===== config.mk =====
export PLATFORM = sky130hd
export DESIGN_NAME = br_commit_queue_flat
export DESIGN_NICKNAME = d
export VERILOG_FILES = /design/src/rtl/br_commit_queue_if.sv /design/src/rtl/br_commit_queue.sv /design/src/flat_wrapper.sv
export SDC_FILE = /design/constraint.sdc
export NUM_CORES = 1
export LEC_CHECK = 0
export BUFFER_PORTS_ARGS = -buffer_cell sky130_fd_sc_hd__buf_2
export CAP_MARGIN = 10
export CORE_ASPECT_RATIO = 0.5
export CORE_MARGIN = 10
export CORE_UTILIZATION = 48
export CTS_CLUSTER_DIAMETER = 100
export DETAILED_ROUTE_END_ITERATION = 10
export PLACE_DENSITY = 0.77
export SLEW_MARGIN = 20
export SYNTH_ARGS = -nofsm -noshare
export SYNTH_HDL_FRONTEND = slang
export SYNTH_SLANG_ARGS = --single-unit

===== constraint.sdc =====
create_clock -name clk -period 6 [get_ports clk]
set_clock_uncertainty 0.2 [all_clocks]
set_input_delay 1.2 -clock clk [delete_from_list [all_inputs] [get_ports clk]]
set_output_delay 1.2 -clock clk [all_outputs]
set_load 0.02 [all_outputs]

===== src/rtl/br_commit_queue_if.sv =====
// br_commit_queue_if
//   Bundles the fetch-side, commit-side and predictor-side signals of the
//   branch commit queue.
//   master : fetch/commit logic driving the queue (drives flush_, br_*, com_*)
//   slave  : the queue itself (drives br_commit_, br_taken_, br_pred_miss_,
//            br_com_addr, full, err)
//   Fetch/commit/flush valids are active-low, matching the predictor interface.
interface br_commit_queue_if #(
   parameter int ADDR     = 32,
   parameter int SIMBRF   = 2,
   parameter int SIMBRCOM = 2
);
   logic                     flush_;
   logic [SIMBRF-1:0]        br_;
   logic [SIMBRF*ADDR-1:0]   br_addr;
   logic [SIMBRF-1:0]        pred_taken;
   logic [SIMBRCOM-1:0]      com_br_;
   logic [SIMBRCOM-1:0]      com_taken;
   logic [SIMBRCOM-1:0]      br_commit_;
   logic [SIMBRCOM-1:0]      br_taken_;
   logic [SIMBRCOM-1:0]      br_pred_miss_;
   logic [SIMBRCOM*ADDR-1:0] br_com_addr;
   logic                     full;
   logic                     err;

   modport master (
      output flush_, br_, br_addr, pred_taken, com_br_, com_taken,
      input  br_commit_, br_taken_, br_pred_miss_, br_com_addr, full, err
   );

   modport slave (
      input  flush_, br_, br_addr, pred_taken, com_br_, com_taken,
      output br_commit_, br_taken_, br_pred_miss_, br_com_addr, full, err
   );
endinterface


===== src/rtl/br_commit_queue.sv =====
// br_commit_queue
//   In-order queue of fetched branches {addr, predicted direction}. Retiring
//   branches are paired with the oldest entries and reported to the predictor
//   one cycle later as commit / actual-taken / mispredict pulses.
// Ports:
//   clk     : rising-edge clock
//   reset_  : asynchronous active-low reset
//   bus     : br_commit_queue_if.slave
//             in : flush_, br_, br_addr, pred_taken, com_br_, com_taken
//             out: br_commit_, br_taken_, br_pred_miss_, br_com_addr (registered),
//                  full (from registered count), err (sticky)
module br_commit_queue #(
   parameter int ADDR     = 32,
   parameter int SIMBRF   = 2,
   parameter int SIMBRCOM = 2,
   parameter int DEPTH    = 16
) (
   input  logic             clk,
   input  logic             reset_,
   br_commit_queue_if.slave bus
);
   localparam int PW = $clog2(DEPTH);
   localparam int CW = PW + 1;

   // Entry storage; no reset needed, validity is tracked by the pointers.
   logic [ADDR-1:0] addr_mem [DEPTH];
   logic            pred_mem [DEPTH];

   logic [PW-1:0]            head_reg, head_next;
   logic [PW-1:0]            tail_reg, tail_next;
   logic [CW-1:0]            count_reg, count_next;
   logic [SIMBRCOM-1:0]      commit_reg, commit_next;
   logic [SIMBRCOM-1:0]      taken_reg, taken_next;
   logic [SIMBRCOM-1:0]      miss_reg, miss_next;
   logic [SIMBRCOM*ADDR-1:0] addr_reg, addr_next;
   logic                     err_reg, err_next;

   logic [SIMBRF-1:0]   br_act;
   logic [CW-1:0]       push_n;
   logic [PW-1:0]       wr_off [SIMBRF];
   logic [SIMBRCOM-1:0] com_act;
   logic [CW-1:0]       run_n;
   logic [CW-1:0]       take_n;
   logic                run_live;
   logic                gap_err, under_err, over_err;
   logic                full_int, push_ok, flushing;

   assign br_act   = ~bus.br_;
   assign com_act  = ~bus.com_br_;
   assign flushing = ~bus.flush_;
   assign full_int = count_reg > CW'(DEPTH - SIMBRF);

   // Compress fetch lanes: each active lane lands at tail + (active lanes below it).
   always_comb begin
      push_n = '0;
      for (int i = 0; i < SIMBRF; i++) begin
         wr_off[i] = push_n[PW-1:0];
         push_n    = push_n + CW'(br_act[i]);
      end
   end

   // Only the leading contiguous run of retiring lanes is honoured; any active
   // lane after a gap is a protocol violation.
   always_comb begin
      run_n    = '0;
      run_live = 1'b1;
      gap_err  = 1'b0;
      for (int i = 0; i < SIMBRCOM; i++) begin
         if (com_act[i]) begin
            if (run_live) run_n = run_n + CW'(1);
            else          gap_err = 1'b1;
         end else begin
            run_live = 1'b0;
         end
      end
   end

   assign under_err = run_n > count_reg;
   assign take_n    = under_err ? count_reg : run_n;

   // Pushes are all-or-nothing; a flush silently discards them.
   assign push_ok  = !flushing && !full_int && (push_n != '0);
   assign over_err = !flushing &&  full_int && (push_n != '0);

   // Commits in a flush cycle still retire (they precede the flush point);
   // everything else is discarded by collapsing head onto tail.
   assign head_next  = flushing ? tail_reg : head_reg + take_n[PW-1:0];
   assign tail_next  = tail_reg + (push_ok ? push_n[PW-1:0] : '0);
   assign count_next = flushing ? '0 : count_reg - take_n + (push_ok ? push_n : '0);
   assign err_next   = err_reg | gap_err | under_err | over_err;

   // Per commit lane: pair with entry head+gi, reading pre-edge contents.
   for (genvar gi = 0; gi < SIMBRCOM; gi++) begin : g_rd
      logic [PW-1:0] rd_ptr;
      logic          lane_take;
      assign rd_ptr          = head_reg + PW'(gi);
      assign lane_take       = CW'(gi) < take_n;
      assign commit_next[gi] = ~lane_take;
      assign taken_next[gi]  = lane_take ? ~bus.com_taken[gi] : 1'b1;
      assign miss_next[gi]   = lane_take ? ~(pred_mem[rd_ptr] ^ bus.com_taken[gi]) : 1'b1;
      assign addr_next[gi*ADDR +: ADDR] = lane_take ? addr_mem[rd_ptr] : '0;
   end

   always_ff @(posedge clk) begin
      if (push_ok) begin
         for (int i = 0; i < SIMBRF; i++) begin
            if (br_act[i]) begin
               addr_mem[tail_reg + wr_off[i]] <= bus.br_addr[i*ADDR +: ADDR];
               pred_mem[tail_reg + wr_off[i]] <= bus.pred_taken[i];
            end
         end
      end
   end

   always_ff @(posedge clk or negedge reset_) begin
      if (!reset_) begin
         head_reg   <= '0;
         tail_reg   <= '0;
         count_reg  <= '0;
         commit_reg <= '1;
         taken_reg  <= '1;
         miss_reg   <= '1;
         addr_reg   <= '0;
         err_reg    <= 1'b0;
      end else begin
         head_reg   <= head_next;
         tail_reg   <= tail_next;
         count_reg  <= count_next;
         commit_reg <= commit_next;
         taken_reg  <= taken_next;
         miss_reg   <= miss_next;
         addr_reg   <= addr_next;
         err_reg    <= err_next;
      end
   end

   assign bus.br_commit_    = commit_reg;
   assign bus.br_taken_     = taken_reg;
   assign bus.br_pred_miss_ = miss_reg;
   assign bus.br_com_addr   = addr_reg;
   assign bus.full          = full_int;
   assign bus.err           = err_reg;
endmodule


===== src/flat_wrapper.sv =====
// flat-port wrapper written by rule: the top's interface ports become plain ports
module br_commit_queue_flat 
#(
   parameter int ADDR     = 32,
   parameter int SIMBRF   = 2,
   parameter int SIMBRCOM = 2,
   parameter int DEPTH    = 16
)
  (clk, reset_, bus_flush_, bus_br_, bus_br_addr, bus_pred_taken, bus_com_br_, bus_com_taken, bus_br_commit_, bus_br_taken_, bus_br_pred_miss_, bus_br_com_addr, bus_full, bus_err);
  br_commit_queue_if #(.ADDR(ADDR), .SIMBRF(SIMBRF), .SIMBRCOM(SIMBRCOM)) bus_i ();
  input  logic clk;
  input  logic reset_;
  input wire logic [$bits(bus_i.flush_)-1:0] bus_flush_;
  input wire logic [$bits(bus_i.br_)-1:0] bus_br_;
  input wire logic [$bits(bus_i.br_addr)-1:0] bus_br_addr;
  input wire logic [$bits(bus_i.pred_taken)-1:0] bus_pred_taken;
  input wire logic [$bits(bus_i.com_br_)-1:0] bus_com_br_;
  input wire logic [$bits(bus_i.com_taken)-1:0] bus_com_taken;
  output wire logic [$bits(bus_i.br_commit_)-1:0] bus_br_commit_;
  output wire logic [$bits(bus_i.br_taken_)-1:0] bus_br_taken_;
  output wire logic [$bits(bus_i.br_pred_miss_)-1:0] bus_br_pred_miss_;
  output wire logic [$bits(bus_i.br_com_addr)-1:0] bus_br_com_addr;
  output wire logic [$bits(bus_i.full)-1:0] bus_full;
  output wire logic [$bits(bus_i.err)-1:0] bus_err;
  assign bus_i.flush_ = bus_flush_;
  assign bus_i.br_ = bus_br_;
  assign bus_i.br_addr = bus_br_addr;
  assign bus_i.pred_taken = bus_pred_taken;
  assign bus_i.com_br_ = bus_com_br_;
  assign bus_i.com_taken = bus_com_taken;
  assign bus_br_commit_ = bus_i.br_commit_;
  assign bus_br_taken_ = bus_i.br_taken_;
  assign bus_br_pred_miss_ = bus_i.br_pred_miss_;
  assign bus_br_com_addr = bus_i.br_com_addr;
  assign bus_full = bus_i.full;
  assign bus_err = bus_i.err;
  br_commit_queue #(.ADDR(ADDR), .SIMBRF(SIMBRF), .SIMBRCOM(SIMBRCOM), .DEPTH(DEPTH)) u_core (.clk(clk), .reset_(reset_), .bus(bus_i));
endmodule

* Word level (Yosys, flattened, before mapping)
Memories as Yosys holds them, arrays and structs flattened.
Index checks and enable logic that the tools add are counted.
** Storage, ports and cells
- Flip-flop bits (word level) :: 84
- Memory bits (writable) :: 528
- Word-level logic and storage cells :: 64
- Memories :: 2
** Memories
- u_core.addr_mem :: words 16, width 32, rd ports 2, clocked after Yosys merged registers in 0, write ports 2, line br_commit_queue.sv:26 : logic [ADDR-1:0] addr_mem [DEPTH];
- u_core.pred_mem :: words 16, width 1, rd ports 2, clocked after Yosys merged registers in 0, write ports 2, line br_commit_queue.sv:27 : logic pred_mem [DEPTH];
** Cells by class
- Add/sub/neg operators :: 8
- $lt $le $gt $ge :: 4
- Muxes and demuxes :: 23
- Bitwise operators :: 13
- Reductions and logical operators :: 6
** Operator list (number)
- two-way mux 32 bit :: 2
- two-way mux 5 bit :: 5
- two-way mux 1 bit :: 14
- < comparator 1 x 5 -> 1 bit, first input constant :: 2
- adder 4 bit :: 2
- two-way mux 4 bit :: 2
- inverter 1 bit :: 6
- adder 5 bit :: 1
- greater-than comparator 5 x 4 -> 1 bit, second input constant :: 1
- greater-than comparator 5 bit :: 1
- nonzero test 5 bit :: 1
- subtractor 5 bit :: 1
- adder 4 x 1 -> 4 bit :: 1
- adder 4 x 1 -> 4 bit, second input constant :: 1
- logical AND 1 bit :: 4
- inverter 2 bit :: 2
- bitwise OR 1 bit :: 3
- adder 1 x 1 -> 2 bit :: 1
- adder 1 x 1 -> 2 bit, second input constant :: 1
- XOR 1 bit :: 2
- logical NOT 1 bit :: 1

* Logic depth before layout (Yosys ltp)
- Depth in word-level cells :: 10
- Depth in mapped cells :: 15
- Depth with buffers taken out :: 15

* Worst setup path before layout
OpenSTA, ideal clock, no wires.
- Path type :: input-to-reg
- Start point :: input port bus_flush_
- End point :: memory u_core.addr_mem[3][0] (enable)
- Library setup time :: 469 ps
- Arrival time :: 4577 ps
- Data required time :: 5331 ps
- Slack :: 754 ps
- Cell stages on the path :: 6
- Path buffers :: 1
- Path through :: buf_2 -> inv_1 -> or3_4 -> nor3_1 -> nand2_1 -> o21ai_0
** RTL lines
- from (decl) :: line flat_wrapper.sv:13 : input wire logic [$bits(bus_i.flush_)-1:0] bus_flush_;
- to (decl) :: line br_commit_queue.sv:26

* Final worst setup path
- Start point :: input port bus_com_br_[1]
- End point :: register u_core.count_reg[3]
** Between the ends
- Cells in the longest elaborated chain, start to end :: 7
** Ends and longest elaborated chain
- from (decl) :: line flat_wrapper.sv:17 : input wire logic [$bits(bus_i.com_br_)-1:0] bus_com_br_;
- inverter 2 bit (*) :: line br_commit_queue.sv:49 : assign com_act = ~bus.com_br_;
- two-way mux 5 bit (*) :: line br_commit_queue.sv:69 : if (com_act[i]) begin
- greater-than comparator 5 bit :: line br_commit_queue.sv:78 : assign under_err = run_n > count_reg;
- two-way mux 5 bit (*) :: line br_commit_queue.sv:79 : assign take_n = under_err ? count_reg : run_n;
- subtractor 5 bit (*) :: line br_commit_queue.sv:89 : assign count_next = flushing ? '0 : count_reg - take_n + (push_ok ? push_n : '0);
- adder 5 bit (*) :: line br_commit_queue.sv:89
- two-way mux 5 bit (*) :: line br_commit_queue.sv:89
- net u_core.count_next[3] :: line br_commit_queue.sv:31 : logic [CW-1:0] count_reg, count_next;
- to (signal assigned) :: line br_commit_queue.sv:128 : count_reg <= count_next;
- to (decl) :: line br_commit_queue.sv:31
Mark *: on every way through the listed nets, which the timed path passes. The rest lies on a longest branch.

==> key figures <==
Outcome
  • Outcome: completed

Detailed routing
  • DR top layer: met5
  • Via-to-Cell Ratio: between 6 and 7
  • Drt drc: 0
  • Final WL: roughly 93000 um
  • Vias post-DR: between 15000 and 20000
  • Iter 0 DRT Violations: between 2000 and 3000
  • Avg WL per Cell: about 31 um
  • Antenna-violating nets left: 0
  • Pre-antenna DRT Iters: 5
  • M1 wire length: 35800 um
  • Met2 WL: roughly 46000 um
  • DR WL met3: 8420 um

Synth
  • Yosys reg bits: between 600 and 700
  • Yosys warnings: 0
  • Syn Area/Cell: ~17 um^2
  • Synth unique cells: 46
  • Syn_nets: 2067
  • Asr flop ratio synth: 13.7%
  • Cell area after synthesis: approximately 0.034 mm^2
  • Syn Inst Count: between 1500 and 2000
  • Top_reg_cell synth: edfxtp_1
  • EDFF count, synth: 528
  • Post-synthesis sequential area ratio: a little over half

Power
  • Clock power share: a little under a quarter
  • Worst VDD drop: between 0.6 and 0.7 mV
  • Power per cell area: around 440 mW/mm^2
  • Leakage power: around 13 nW
  • Total internal power: 10.8 mW
  • Combinational share of power: ~44%
  • Seq pwr share: approximately a third
  • Sw Ratio: 35.2%
  • Sw Pwr: roughly 5.9 mW

CTS
  • CTS sink cnt: 612
  • H-tree Lvls: 2
  • Number of setup buffers added after CTS: 0
  • CTS resizes: 0
  • CTS root buf: clkbuf_16
  • Worst skew pair latency: about 640 ps
  • Clk buf depth: 3
  • CTS Buf Count: 58
  • CTS Hold Buffers Added: 0
  • CTS tree: done
  • Worst-path clk slew: approximately 70 ps

Die
  • Starting Density: between 40% and 50%
  • Die span in x: between 300 and 400 um
  • Core area: roughly 0.07 mm^2
  • Row cnt: a little under 70
  • Die area: just over 0.08 mm^2
  • # IOs: between 100 and 150
  • Die Ht: 208 um

Setup path
  • Reg2reg end: u_core.bus.br_com_addr[32]
  • Reg-to-Reg Start: u_core.head_reg[1]
  • WP data required: about 6300 ps
  • Internal reg-to-reg setup slack: 1980 ps
  • Register-to-Register Path Depth: 6
  • Startpoint types: input port
  • Max Fanout on Critical Path: 5
  • Crit end category: flip-flop
  • Critical Path AT: 4460 ps
  • Kind of critical path: input port to flip-flop

Placed design
  • HPWL Detailed: between 50000 and 60000 um
  • Placed cell area: 0.0356 mm^2
  • Number of port buffers: about 150
  • Post-Place Cells: approximately 2900
  • Routability cong.: between 0.8 and 0.9
  • Setup WS pre-CTS: 1200 ps

STA
  • TNS Setup: 0 ps
  • Max-slew violation count: 0
  • Rel. slew slack: 24.3%
  • Worst Setup Slack, final: around 1800 ps
  • Tmin final: between 4000 and 5000 ps
  • Final period utilization: 69.3%
  • Final-report setup violation count: 0
  • Final count of hold timing violations: 0
  • Fmax: 241 MHz
  • Slew @ Worst Pin: between 1000 and 1500 ps
  • RSZ-0062 raised after global routing: no

Final layout
  • Final instance area: between 0.03 and 0.04 mm^2
  • Ratio of cells with drive above 1 in the final layout: 56.7%
  • Synth-to-Final Area Change: 10.3%
  • Largest register FFs: just over 500
  • Final net count: around 2100
  • Non-filler cells, final: around 3000
  • Fin util: about 54%

Hold path
  • Hold Path Sink: u_core.bus.err
  • HP Class: flip-flop to flip-flop
  • Hold_sp: u_core.bus.err
  • Worst Hold Depth: 2

Global routing
  • Wire length of the first global-routing pass: 138000 um
  • Remaining Overflow, GRT: 0
  • Vias in the first global route: between 20000 and 25000
  • Initial antenna violation count: 16
  • GRT Total Usage: 22.0%
  • Largest net degree at the start of global routing: between 100 and 150

Job
  • Max-capacitance violation count: 0
## cells by family (layout without fill, tap and decap cells)
kind of cell / Yosys count / after routing / share of synthesized area, %
simple gates: 125 / 125 / 2.27
other cells: 1 / 10 / 0.0110
buf+inv: 237 / 327 / 3.51
fa+ha+maj: 21 / 21 / 0.859
mux: 863 / 863 / 38.2
flops: 612 / 612 / 52.7
compound gates: 98 / 98 / 2.07
xor+xnor: 14 / 14 / 0.360
## worst max-delay path: stages
cell	delay [ps]
buf_2	110
nor2_1	230
ha_1	290
nor2b_1	130
o21ai_0	590
mux2i_4	340
inv_1	140
fa_1	570
inv_1	50
ha_1	260
a21o_1	170
a21oi_1	170
xor2_1	160
nor2_1	50
## how the worst max path moves through the flow
stage	from	endpoint	depth (start not counted)
3_3_place_gp	bus_com_br_[1]	u_core.count_reg[3]	14
5_1_grt	bus_com_br_[1]	u_core.count_reg[3]	14
4_1_cts	bus_com_br_[1]	u_core.count_reg[3]	14
6_report	bus_com_br_[1]	u_core.count_reg[3]	14
2_1_floorplan	bus_flush_	u_core.addr_mem[3][0]	6
3_5_place_dp	bus_com_br_[1]	u_core.count_reg[3]	14
## synthesized netlist by cell type, drive strengths merged (8+ instances only)
cell    count  area, um^2
o21ai      11        58.8
mux4      298        6710
edfxtp    528       15900
nand2      20        80.1
inv        19        71.3
mux2i      34         340
a211oi     64         480
nor2        8        30.0
buf       101         677
ha         17         213
mux2      531        5980
nor2b      66         413
dfrtp      78        1950
o21bai      9        67.6
clkbuf    117         449
and2       11        68.8
## power groups by stage
stage | sequential (mW) | combinational, mW | clock, mW
4_1_cts | 5.60 | 7.31 | 3.79
5_1_grt | 5.66 | 7.73 | 3.96
3_5_place_dp | 5.69 | 7.28 | 0
3_3_place_gp | 5.67 | 7.20 | 0
6_report | 5.60 | 7.31 | 3.76
2_1_floorplan | 5.57 | 5.40 | 0
## per-layer routing
layer | up-vias | GRT usage [%]
met5 | - | 0
met4 | 10 | 7.85
met3 | 189 | 4.16
met2 | 1123 | 36.0
met1 | 10570 | 29.3
li1 | 8103 | -
## layout by cell type, fill, tap and decap left out, drive strengths merged, types with 20 or more instances in the layout
| master | instances |
|---|---|
| mux2 | 531 |
| edfxtp | 528 |
| mux4 | 298 |
| buf | 199 |
| clkbuf | 85 |
| dfrtp | 78 |
| nor2b | 66 |
| a211oi | 64 |
| mux2i | 34 |
| inv | 21 |
| nand2 | 20 |
## stage by stage
stage	hold slack, ps	total power [mW]
after floorplan	366	11.0
after global placement	328	12.9
final	333	16.7
after global routing	357	17.3
after CTS	338	16.7
after detailed placement	321	13.0
## cell type report
type	count	area, um^2
Fill cell	5417	32100
Sequential cell	612	18000
Multi-Input combinational cell	1122	15200
Clock buffer	85	1760
Timing Repair Buffer	199	1230
Tap cell	945	1180
Clock inverter	24	173
Inverter	19	71.3
Antenna cell	9	22.5
(Power assumes the default switching activity.)
